`src/rtl/fragment_rr_arbiter_pkg.sv`:
```
// Shared types and helpers for the fragment round-robin arbiter.
package fragment_rr_arbiter_pkg;

  typedef enum logic {
    IDLE   = 1'b0,
    LOCKED = 1'b1
  } state_e;

  function automatic int unsigned clip_size(input int unsigned size, input int unsigned s_max);
    return (size > s_max) ? s_max : size;
  endfunction

endpackage

```
`src/rtl/rr_priority_picker.sv`:
```
// Combinational round-robin picker: first requester found cyclically after i_ptr.
module rr_priority_picker #(
  parameter int N_SRC = 4
) (
  input  logic [N_SRC-1:0]         i_req,
  input  logic [$clog2(N_SRC)-1:0] i_ptr,
  output logic [N_SRC-1:0]         o_gnt,
  output logic [$clog2(N_SRC)-1:0] o_idx,
  output logic                     o_any
);

  localparam int IW = $clog2(N_SRC);

  logic [IW-1:0] cand;

  // Walk offsets from farthest to nearest so the nearest requester wins last.
  always_comb begin
    o_gnt = '0;
    o_idx = '0;
    o_any = 1'b0;
    cand  = '0;
    for (int off = N_SRC; off >= 1; off--) begin
      cand = IW'((int'(i_ptr) + off) % N_SRC);
      if (i_req[cand]) begin
        o_gnt       = '0;
        o_gnt[cand] = 1'b1;
        o_idx       = cand;
        o_any       = 1'b1;
      end
    end
  end

endmodule

```
`src/rtl/fragment_rr_arbiter.sv`:
```
// Packet-granular round-robin arbiter feeding one fragment packer through a 1-deep slot.
// Optional per-source counters: define FRAGMENT_RR_ARBITER_STATS_EN.
module fragment_rr_arbiter
  import fragment_rr_arbiter_pkg::*;
#(
  parameter int  N_SRC    = 4,
  parameter int  S_MAX_IN = 4,
  parameter type T        = logic
) (
  input  logic                                      i_clk,
  input  logic                                      i_sync_rst,
  input  logic [N_SRC-1:0]                          i_us_valid,
  input  logic [N_SRC-1:0][$clog2(S_MAX_IN+1)-1:0]  i_us_size,
  input  T     [N_SRC-1:0][S_MAX_IN-1:0]            i_us_frag,
  input  logic [N_SRC-1:0]                          i_us_last,
  output logic [N_SRC-1:0]                          o_us_ready,
  input  logic                                      i_ds_ready,
  output logic                                      o_ds_valid,
  output logic [$clog2(S_MAX_IN+1)-1:0]             o_ds_size,
  output T     [S_MAX_IN-1:0]                       o_ds_frag,
  output logic                                      o_ds_last,
  output logic [$clog2(N_SRC)-1:0]                  o_ds_src_id
`ifdef FRAGMENT_RR_ARBITER_STATS_EN
  ,
  output logic [N_SRC-1:0][31:0]                    o_stat_elem_cnt,
  output logic [N_SRC-1:0][31:0]                    o_stat_pkt_cnt
`endif
);

  localparam int SW = $clog2(S_MAX_IN+1);
  localparam int IW = $clog2(N_SRC);

  state_e              state_q, state_d;
  logic [IW-1:0]       rr_ptr_q, rr_ptr_d;
  logic [IW-1:0]       lock_id_q, lock_id_d;

  logic                ds_valid_q, ds_valid_d;
  logic [SW-1:0]       ds_size_q, ds_size_d;
  T [S_MAX_IN-1:0]     ds_frag_q, ds_frag_d;
  logic                ds_last_q, ds_last_d;
  logic [IW-1:0]       ds_src_id_q, ds_src_id_d;

  logic                slot_free;
  logic                accept;
  logic                pick_any;
  logic [N_SRC-1:0]    pick_gnt;
  logic [IW-1:0]       pick_idx;
  logic [IW-1:0]       sel_id;
  logic [SW-1:0]       sel_size;
  logic [N_SRC-1:0]    us_ready;

  rr_priority_picker #(.N_SRC(N_SRC)) u_picker (
    .i_req (i_us_valid),
    .i_ptr (rr_ptr_q),
    .o_gnt (pick_gnt),
    .o_idx (pick_idx),
    .o_any (pick_any)
  );

  assign slot_free = !ds_valid_q || i_ds_ready;
  assign sel_id    = (state_q == LOCKED) ? lock_id_q : pick_idx;
  assign sel_size  = SW'(clip_size(32'(i_us_size[sel_id]), $unsigned(S_MAX_IN)));
  assign accept    = |(us_ready & i_us_valid);

  // State register
  always_ff @(posedge i_clk) begin
    if (i_sync_rst) begin
      state_q   <= IDLE;
      rr_ptr_q  <= IW'(N_SRC-1);
      lock_id_q <= '0;
    end else begin
      state_q   <= state_d;
      rr_ptr_q  <= rr_ptr_d;
      lock_id_q <= lock_id_d;
    end
  end

  // Next state: the lock opens on a non-last accept and closes on the last one
  always_comb begin
    state_d   = state_q;
    rr_ptr_d  = rr_ptr_q;
    lock_id_d = lock_id_q;
    if (accept) begin
      if (i_us_last[sel_id]) begin
        state_d  = IDLE;
        rr_ptr_d = sel_id;
      end else begin
        state_d   = LOCKED;
        lock_id_d = sel_id;
      end
    end
  end

  // Output decode: ready is a zero-cycle grant, gated during reset
  always_comb begin
    us_ready = '0;
    if (!i_sync_rst && slot_free) begin
      if (state_q == LOCKED) us_ready[lock_id_q] = 1'b1;
      else if (pick_any)     us_ready = pick_gnt;
    end
  end

  always_comb begin
    ds_valid_d  = ds_valid_q && !i_ds_ready;
    ds_size_d   = ds_size_q;
    ds_frag_d   = ds_frag_q;
    ds_last_d   = ds_last_q;
    ds_src_id_d = ds_src_id_q;
    if (accept) begin
      ds_valid_d  = 1'b1;
      ds_size_d   = sel_size;
      ds_frag_d   = i_us_frag[sel_id];
      ds_last_d   = i_us_last[sel_id];
      ds_src_id_d = sel_id;
    end
  end

  always_ff @(posedge i_clk) begin
    if (i_sync_rst) begin
      ds_valid_q  <= 1'b0;
      ds_size_q   <= '0;
      ds_frag_q   <= '0;
      ds_last_q   <= 1'b0;
      ds_src_id_q <= '0;
    end else begin
      ds_valid_q  <= ds_valid_d;
      ds_size_q   <= ds_size_d;
      ds_frag_q   <= ds_frag_d;
      ds_last_q   <= ds_last_d;
      ds_src_id_q <= ds_src_id_d;
    end
  end

  assign o_us_ready  = us_ready;
  assign o_ds_valid  = ds_valid_q;
  assign o_ds_size   = ds_size_q;
  assign o_ds_frag   = ds_frag_q;
  assign o_ds_last   = ds_last_q;
  assign o_ds_src_id = ds_src_id_q;

`ifdef FRAGMENT_RR_ARBITER_STATS_EN
  logic [N_SRC-1:0][31:0] stat_elem_cnt_q, stat_elem_cnt_d;
  logic [N_SRC-1:0][31:0] stat_pkt_cnt_q, stat_pkt_cnt_d;
  logic [32:0]            elem_sum;

  // Saturating counters; the 33-bit sum exposes the overflow
  always_comb begin
    stat_elem_cnt_d = stat_elem_cnt_q;
    stat_pkt_cnt_d  = stat_pkt_cnt_q;
    elem_sum        = {1'b0, stat_elem_cnt_q[sel_id]} + 33'(sel_size);
    if (accept) begin
      stat_elem_cnt_d[sel_id] = elem_sum[32] ? '1 : elem_sum[31:0];
      if (i_us_last[sel_id] && (stat_pkt_cnt_q[sel_id] != '1))
        stat_pkt_cnt_d[sel_id] = stat_pkt_cnt_q[sel_id] + 32'd1;
    end
  end

  always_ff @(posedge i_clk) begin
    if (i_sync_rst) begin
      stat_elem_cnt_q <= '0;
      stat_pkt_cnt_q  <= '0;
    end else begin
      stat_elem_cnt_q <= stat_elem_cnt_d;
      stat_pkt_cnt_q  <= stat_pkt_cnt_d;
    end
  end

  assign o_stat_elem_cnt = stat_elem_cnt_q;
  assign o_stat_pkt_cnt  = stat_pkt_cnt_q;
`endif

endmodule

```
`config.mk`:
```
export PLATFORM = sky130hd
export DESIGN_NAME = fragment_rr_arbiter
export DESIGN_NICKNAME = d
export VERILOG_FILES = /design/src/rtl/fragment_rr_arbiter_pkg.sv /design/src/rtl/rr_priority_picker.sv /design/src/rtl/fragment_rr_arbiter.sv
export SDC_FILE = /design/constraint.sdc
export NUM_CORES = 1
export LEC_CHECK = 0
export BUFFER_PORTS_ARGS = -buffer_cell sky130_fd_sc_hd__buf_4
export CAP_MARGIN = 10
export CORE_ASPECT_RATIO = 2
export CORE_MARGIN = 4
export CORE_UTILIZATION = 25
export CTS_CLUSTER_DIAMETER = 150
export DETAILED_ROUTE_END_ITERATION = 12
export PLACE_DENSITY_LB_ADDON = 0.15
export RECOVER_POWER = 100
export REMOVE_ABC_BUFFERS = 1
export SLEW_MARGIN = 25
export SYNTH_ARGS = -nofsm -noshare
export SYNTH_HDL_FRONTEND = slang
export SYNTH_SLANG_ARGS = --single-unit
```
`constraint.sdc`:
```
create_clock -name i_clk -period 5.61 [get_ports i_clk]
set_input_delay 0.8415 -clock i_clk [delete_from_list [all_inputs] [get_ports i_clk]]
set_output_delay 0.8415 -clock i_clk [all_outputs]
set_load 0.005 [all_outputs]
```
==> reports/results.tsv, run 1 <==
stage	metric	value	unit
outcome	status	completed	
synth	top cells by count, synth	mux2i_1, dfxtp_1, nor2_1	
synth	Yosys top cell area share	19.81	%
worst_setup_path	WP data arrival	3.52	ns
worst_setup_path	CP Capture Type	output port	
routing	# DRC	0	
floorplan	Die Width	64.86	um
timing	slew margin rel.	42.10	%
timing	RSZ-0062 raised after global routing	no	
worst_setup_path	launch point of the worst reg-to-reg path	rr_ptr_q[0]	
routing	WL met3	232	um
floorplan	die height	121.7	um
hold_path	hold path depth	2	
worst_setup_path	worst r2r path cells	9	
place	GPL Wtd Cong	0.7845	
floorplan	core area	0.006310	mm2
routing	TritonRoute pass-1 iters	4	
cts	clk slew on worst S/H paths	0.05	ns
timing	Max Fclk	229.4	MHz
global_route	gr usage total	13.19	%
hold_path	hold_sp	o_ds_last	
place	Post-DP Area	0.002051	mm2
synth	Syn Std Cell Area	0.001617	mm2
final_layout	final instance area	0.002095	mm2
cts	Clock Latency Late Sink	0.25	ns
cts	TritonCTS Buffers	3	
global_route	first-pass GRT wire length	8176	um
synth	Post-synth EDFFs	0	
cts	H-tree depth	1	
final_layout	share of layout cells above drive strength 1	31.67	%
global_route	initial antenna violation count	0	
timing	Hold Vio Cnt, Final	0	
synth	Mapped Cells	173	
synth	register area share after synthesis	19.81	%
power	pwr/cell area	617.5	mW/mm2
floorplan	die area	0.007895	mm2
synth	count leader, synth	mux2i_1	
synth	Avg Cell Area, Syn	9.344	um2
routing	1st-iter DRT viols	91	
cts	maximum buffer depth of the clock tree	2	
final_layout	synth-to-layout area growth	29.57	%
power	Peak supply drop	0.2201	mV
timing	Final Skew	0.001466	ns
worst_setup_path	WS Path Type	reg -> out	
routing	via count	1566	
synth	ys async rst share	0	%
timing	TNS Setup	0	ns
place	Place WS	1.522	ns
final_layout	multi-input logic area	0.001142	mm2
cts	CTS resizes	0	
timing	Tcrit/Tclk final	77.70	%
timing	# setup viols final	0	
final_layout	fillers	685	
routing	WL final	4879	um
final_layout	Register Area	320.3	um2
synth	cell taking the most area after synthesis	dfxtp_1	
worst_setup_path	r2r setup slk	1.39	ns
worst_setup_path	worst-path fanout max	14	
worst_setup_path	CP Launch Point	rr_ptr_q[0]	
worst_setup_path	required time worst endpoint	4.77	ns
final_layout	ant diodes	0	
timing	minimum clock period	4.359	ns
cts	# Post-CTS Setup Buffers	0	
global_route	GR Overflow Total	0	
synth	Synth cell types	52	
synth	top post-synthesis cells by area	dfxtp_1, mux2i_1, mux4_2, ha_1, buf_6	
timing	final worst setup slack	1.251	ns
synth	Top FF cell, synth	dfxtp_1	
routing	WL met2	2843	um
place	IO buf count	53	
timing	Slew @ Worst Pin	0.8633	ns
routing	Via density	5.101	
routing	Avg WL per Cell	15.89	um
synth	yosys warns	0	
hold_path	Hold WC Path Type	reg -> reg	
power	Leak	0.9903	nW
cts	Clock Sink Count	16	
routing	WL met1	1698	um
routing	max layer used	met4	
floorplan	Starting Density	25.62	%
worst_setup_path	Worst setup SP type	register	
synth	Yosys reg bits	16	
floorplan	# IOs	54	
global_route	vias in the first global route	1692	
cts	clk root buf	clkbuf_16	
place	Detail Placement HPWL	3964	um
timing	Final Max Slew Viols	0	
cts	CTS tree	built	
routing	post-route ant nets	0	
final_layout	nets	267	
job	max cap viols	0	
cts	Post-CTS Hold Buffers	0	
global_route	largest net degree at the start of global routing	18	
floorplan	cell row count	41	
metrics by stage:
step,utilization [%],hold slack (ns),instances,total power [mW]
after floorplan,-,0.4467,163,0.9241
after global placement,32.50,0.4547,303,1.207
after detailed placement,32.50,0.4529,303,1.203
after CTS,33.91,0.4615,307,1.363
after global routing,33.19,0.5051,307,1.416
final,33.19,0.4603,307,1.293
logic make-up (layout without fill, tap and decap cells):
| family | Yosys count | count (layout) | share of synthesized area, % |
|---|---|---|---|
| adders and majority gates | 6 | 6 | 4.644 |
| buffers and inverters | 21 | 69 | 7.430 |
| and+or+nand+nor | 49 | 49 | 16.33 |
| muxes | 33 | 33 | 25.00 |
| DFF | 16 | 16 | 19.81 |
| AOI/OAI and AO/OA | 48 | 48 | 26.78 |
area by class of cell:
cell class	count	area share, %
multi-input cells	136	54.54
repair buffers	54	18.82
flip-flops and latches	16	15.29
clock buffers	4	4.241
well taps	86	5.137
inverters	11	1.971
where the power goes:
part           internal, mW  switching (mW)
combinational         0.427           0.485
sequential            0.162          0.0649
clock                 0.108          0.0466
total                 0.697           0.597
per-layer routing:
metal	vias to the layer above	global-route usage (%)
met5	-	0
met4	0	5.166
met3	10	1.753
met2	50	25.66
met1	743	13.72
li1	763	-
state kept, by name, summed over array words and instances, names as in the netlist:
signal and cells:
o_ds_size 3, rr_ptr_q 2, state_q 1, o_ds_frag 4
o_ds_src_id 2, o_ds_last 1, lock_id_q 2, o_ds_valid 1
final timing paths:
check	endpoint
setup / recovery	o_us_ready[1]
hold reg to reg	o_ds_last
hold / removal	o_ds_last
setup reg to reg	rr_ptr_q[0]
cell usage in the layout, fill, tap and decap left out, types with 4 or more instances in the layout:
| master | n |
|---|---|
| a21oi_1 | 10 |
| nor2_1 | 15 |
| mux2i_1 | 25 |
| inv_1 | 11 |
| mux4_2 | 5 |
| nand2_1 | 10 |
| clkbuf_4 | 12 |
| ha_1 | 6 |
| buf_4 | 39 |
| and3_1 | 4 |
| a211oi_1 | 7 |
| dfxtp_1 | 16 |
worst max-delay path: stages (launching register included):
cell and delay (ns):
dfxtp_1 0.75, inv_1 0.24, ha_1 0.49, mux4_2 0.65, or2_0 0.30, a221oi_1 0.42
o32a_1 0.25, nor2_1 0.04, clkbuf_4 0.14
Note: power is estimated with default switching activity, not from simulation.
==> run 2, diff against run 1 <==
--- a/config.mk
+++ b/config.mk
@@ -5,6 +5,7 @@
 export SDC_FILE = /design/constraint.sdc
 export NUM_CORES = 1
 export LEC_CHECK = 0
+export ABC_AREA = 1
 export BUFFER_PORTS_ARGS = -buffer_cell sky130_fd_sc_hd__buf_4
 export CAP_MARGIN = 10
 export CORE_ASPECT_RATIO = 2
==> constraint.sdc (replaced) <==
create_clock -name i_clk -period 3.6 [get_ports i_clk]
set_input_delay 0.54 -clock i_clk [delete_from_list [all_inputs] [get_ports i_clk]]
set_output_delay 0.54 -clock i_clk [all_outputs]
set_load 0.005 [all_outputs]
==> run 2 against run 1 <==
  * Utilization increased by 1.3 points
  * Synthesized cell count increased by 57%
  * Global-route usage increased by 1.5 points
  * Critical endpoint is now o_us_ready[3]
  * Cell count rose by 32%
  * Area after synthesis shrank 2.4%
  * Clock power grew 53%
  * Non-clock buffer count shrank 1
  * Count of clock-buffer cells in the layout did not move
  * Total power up 70%
  * Register-to-register slack lost 0.76 ns
  * Combinational power up 80%
  * Largest power group unchanged
==> reports/results.tsv, run 2 <==
stage	metric	value	unit	change
timing	TNS Setup	0	ns	unchanged
cts	Post-CTS Hold Buffers	0		unchanged
timing	Final Max Slew Viols	0		unchanged
cts	H-tree depth	1		unchanged
final_layout	max reg flops	4		unchanged
routing	WL met1	1757	um	was 1698 um
synth	Yosys reg bits	16		unchanged
cts	TritonCTS Buffers	3		unchanged
timing	Max Fclk	320.7	MHz	
synth	cell taking the most area after synthesis	dfxtp_1		unchanged
routing	Via density	4.431		was 5.101
global_route	largest net degree at the start of global routing	25		was 18
timing	minimum clock period	3.118	ns	
worst_setup_path	CP Capture Type	output port		unchanged
hold_path	Hold WC Path Type	reg -> reg		unchanged
worst_setup_path	Worst path slowest cell	dfxtp_1		unchanged
synth	Mapped Cells	272		was 173
worst_setup_path	delay of the slowest critical-path stage	0.60	ns	was 0.75 ns
cts	clk root buf	clkbuf_16		unchanged
worst_setup_path	required time worst endpoint	3.06	ns	was 4.77 ns
timing	Final Skew	0.003748	ns	was 0.001466 ns
place	DP Cell Count	402		was 303
worst_setup_path	WP data arrival	2.58	ns	was 3.52 ns
timing	Hold Vio Cnt, Final	0		unchanged
cts	clk slew on worst S/H paths	0.05	ns	about the same
routing	WL met2	3162	um	was 2843 um
worst_setup_path	crit path cell chain	inv_6 > ha_1 > inv_1 > nand3_1 > nand2_1 > nand2_1 > inv_2 > nand2_1 > nand2_1 > nand2_1 > a21boi_0 > clkbuf_4		was inv_1 > ha_1 > mux4_2 > or2_0 > a221oi_1 > o32a_1 > nor2_1 > clkbuf_4
power	Peak supply drop	0.3921	mV	was 0.2201 mV
worst_setup_path	CP most frequent cell	nand2_1		
synth	Avg Cell Area, Syn	5.801	um2	was 9.344 um2
final_layout	synth-to-layout area growth	32.51	%	was 29.57%
synth	Top FF cell, synth	dfxtp_1		unchanged
place	GPL Wtd Cong	0.8450		was 0.7845
cts	CTS resizes	0		unchanged
routing	post-route ant nets	0		unchanged
power	Leak	1.130	nW	was 0.9903 nW
place	IO buf count	53		unchanged
floorplan	Starting Density	26.05	%	was 25.62%
cts	Clock Latency Late Sink	0.25	ns	about the same
final_layout	most common cell after layout, fill and taps aside	nand2_1		was buf_4
synth	top post-synthesis cells by area	dfxtp_1, nand2_1, nand3_1, nor2_1, inv_1		was dfxtp_1, mux2i_1, mux4_2, ha_1, buf_6
routing	WL met3	221	um	was 232 um
cts	maximum buffer depth of the clock tree	2		unchanged
final_layout	share of layout cells above drive strength 1	23.91	%	was 31.67%
final_layout	fillers	700		was 685
global_route	vias in the first global route	1900		was 1692
timing	Tcrit/Tclk final	86.62	%	
timing	RSZ-0062 raised after global routing	no		unchanged
routing	Avg WL per Cell	13.11	um	was 15.89 um
cts	Clock Sink Count	16		unchanged
global_route	gr usage total	14.70	%	was 13.19%
routing	TritonRoute pass-1 iters	4		unchanged
routing	max layer used	met4		unchanged
floorplan	die area	0.007723	mm2	was 0.007895 mm2
timing	# setup viols final	0		unchanged
global_route	first-pass GRT wire length	8887	um	was 8176 um
worst_setup_path	WS Path Type	reg -> out		unchanged
floorplan	cell row count	40		was 41
global_route	initial antenna violation count	0		unchanged
routing	# DRC	0		unchanged
cts	# Post-CTS Setup Buffers	0		unchanged
floorplan	core area	0.006056	mm2	was 0.006310 mm2
worst_setup_path	r2r setup slk	0.63	ns	was 1.39 ns
floorplan	# IOs	54		unchanged
synth	ys async rst share	0	%	unchanged
final_layout	final instance area	0.002091	mm2	was 0.002095 mm2
synth	yosys warns	0		unchanged
worst_setup_path	Worst setup SP type	register		unchanged
routing	via count	1799		was 1566
power	total power	2.201	mW	was 1.293 mW
place	Post-DP Area	0.002019	mm2	was 0.002051 mm2
synth	Post-synth EDFFs	0		unchanged
synth	Syn Std Cell Area	0.001578	mm2	was 0.001617 mm2
timing	Slew @ Worst Pin	0.4621	ns	was 0.8633 ns
global_route	GR Overflow Total	0		unchanged
synth	count leader, synth	nand2_1		was mux2i_1
routing	1st-iter DRT viols	62		was 91
synth	Yosys top cell area share	20.30	%	was 19.81%
job	max cap viols	0		unchanged
floorplan	die height	120.4	um	was 121.7 um
place	Detail Placement HPWL	4562	um	was 3964 um
final_layout	ant diodes	0		unchanged
floorplan	Die Width	64.18	um	was 64.86 um
synth	register area share after synthesis	20.30	%	was 19.81%
synth	Synth cell types	24		was 52
final_layout	post-route insts no fill	406		was 307
synth	top cells by count, synth	nand2_1, nor2_1, nand3_1		was mux2i_1, dfxtp_1, nor2_1
routing	WL final	5324	um	was 4879 um
worst_setup_path	worst-path fanout max	12		was 14
outcome	status	completed		unchanged
final_layout	most frequent cells in the layout	nand2_1, nor2_1, buf_4		was buf_4, mux2i_1, dfxtp_1
cts	CTS tree	built		unchanged
power	pwr/cell area	1053	mW/mm2	was 617.5 mW/mm2
timing	WHS	0.4765	ns	was 0.4603 ns
final_layout	nets	368		was 267
timing	slew margin rel.	69.15	%	was 42.10%
[run 2: cell count changes in the layout (fill, tap and decap cells not counted), sizes merged, moves of 4 or more]
| cell | previous run | this run |
|---|---|---|
| a211oi | 8 | 0 |
| a21oi | 10 | 14 |
| and3 | 4 | 0 |
| inv | 11 | 38 |
| mux2i | 25 | 0 |
| mux4 | 5 | 0 |
| nand2 | 10 | 78 |
| nand3 | 2 | 40 |
| nor2 | 16 | 45 |
| nor2b | 4 | 0 |
| o21ai | 3 | 24 |
[run 2: final timing paths]
check | depth (start not counted) | to | startpoint
setup / recovery | 12 | o_us_ready[3] | rr_ptr_q[0]
hold / removal | 2 | o_ds_src_id[1] | o_ds_src_id[1]
setup reg to reg | 16 | o_ds_size[0] | rr_ptr_q[0]
hold reg to reg | 2 | o_ds_src_id[1] | o_ds_src_id[1]
[run 2: metal layers]
layer  vias to the layer above  global-route usage, %
li1                        958                      -
met1                       773                  13.94
met2                        55                  30.33
met3                        13                  1.580
met4                         0                  5.828
met5                         -                      0
[run 2: layout make-up]
type / count / area, um2 / share of cell area (%)
flip-flops and latches: 16 / 320.3 / 15.32
multi-input cells: 211 / 1035 / 49.49
well taps: 84 / 105.1 / 5.027
inverters: 38 / 147.6 / 7.062
repair buffers: 53 / 394.1 / 18.85
clock buffers: 4 / 88.84 / 4.249
[run 2: worst max-delay path: cells and delay by family, from the launching register on]
kind / cells / cell delay [ns]
compound gates: 1 / 0.20
fa+ha+maj: 1 / 0.39
buf+inv: 4 / 0.54
flops: 1 / 0.60
simple gates: 6 / 0.61
[run 2: cells by family (layout without fill, tap and decap cells)]
group,count (synthesis),after routing,share of synthesized area [%]
AO/OA/AOI/OAI,39,39,13.01
adder cells (fa/ha/maj),6,6,4.758
buffers and inverters,45,95,13.24
flip-flops,16,16,20.30
AND/OR/NAND/NOR,166,166,48.69
[run 2: metrics by stage]
stage	worst slack [ns]	util (%)
after global placement	0.8151	33.35
final	0.4817	34.52
after CTS	0.5532	34.81
after global routing	0.2439	34.52
after detailed placement	0.7384	33.35
after floorplan	1.116	-
[run 2: where the power goes]
part	internal, mW	leakage (nW)	switching, mW
Clock	0.169	0.0442	0.0684
Sequential	0.260	0.132	0.0637
Combinational	0.566	0.954	1.07
Total	0.995	1.13	1.21
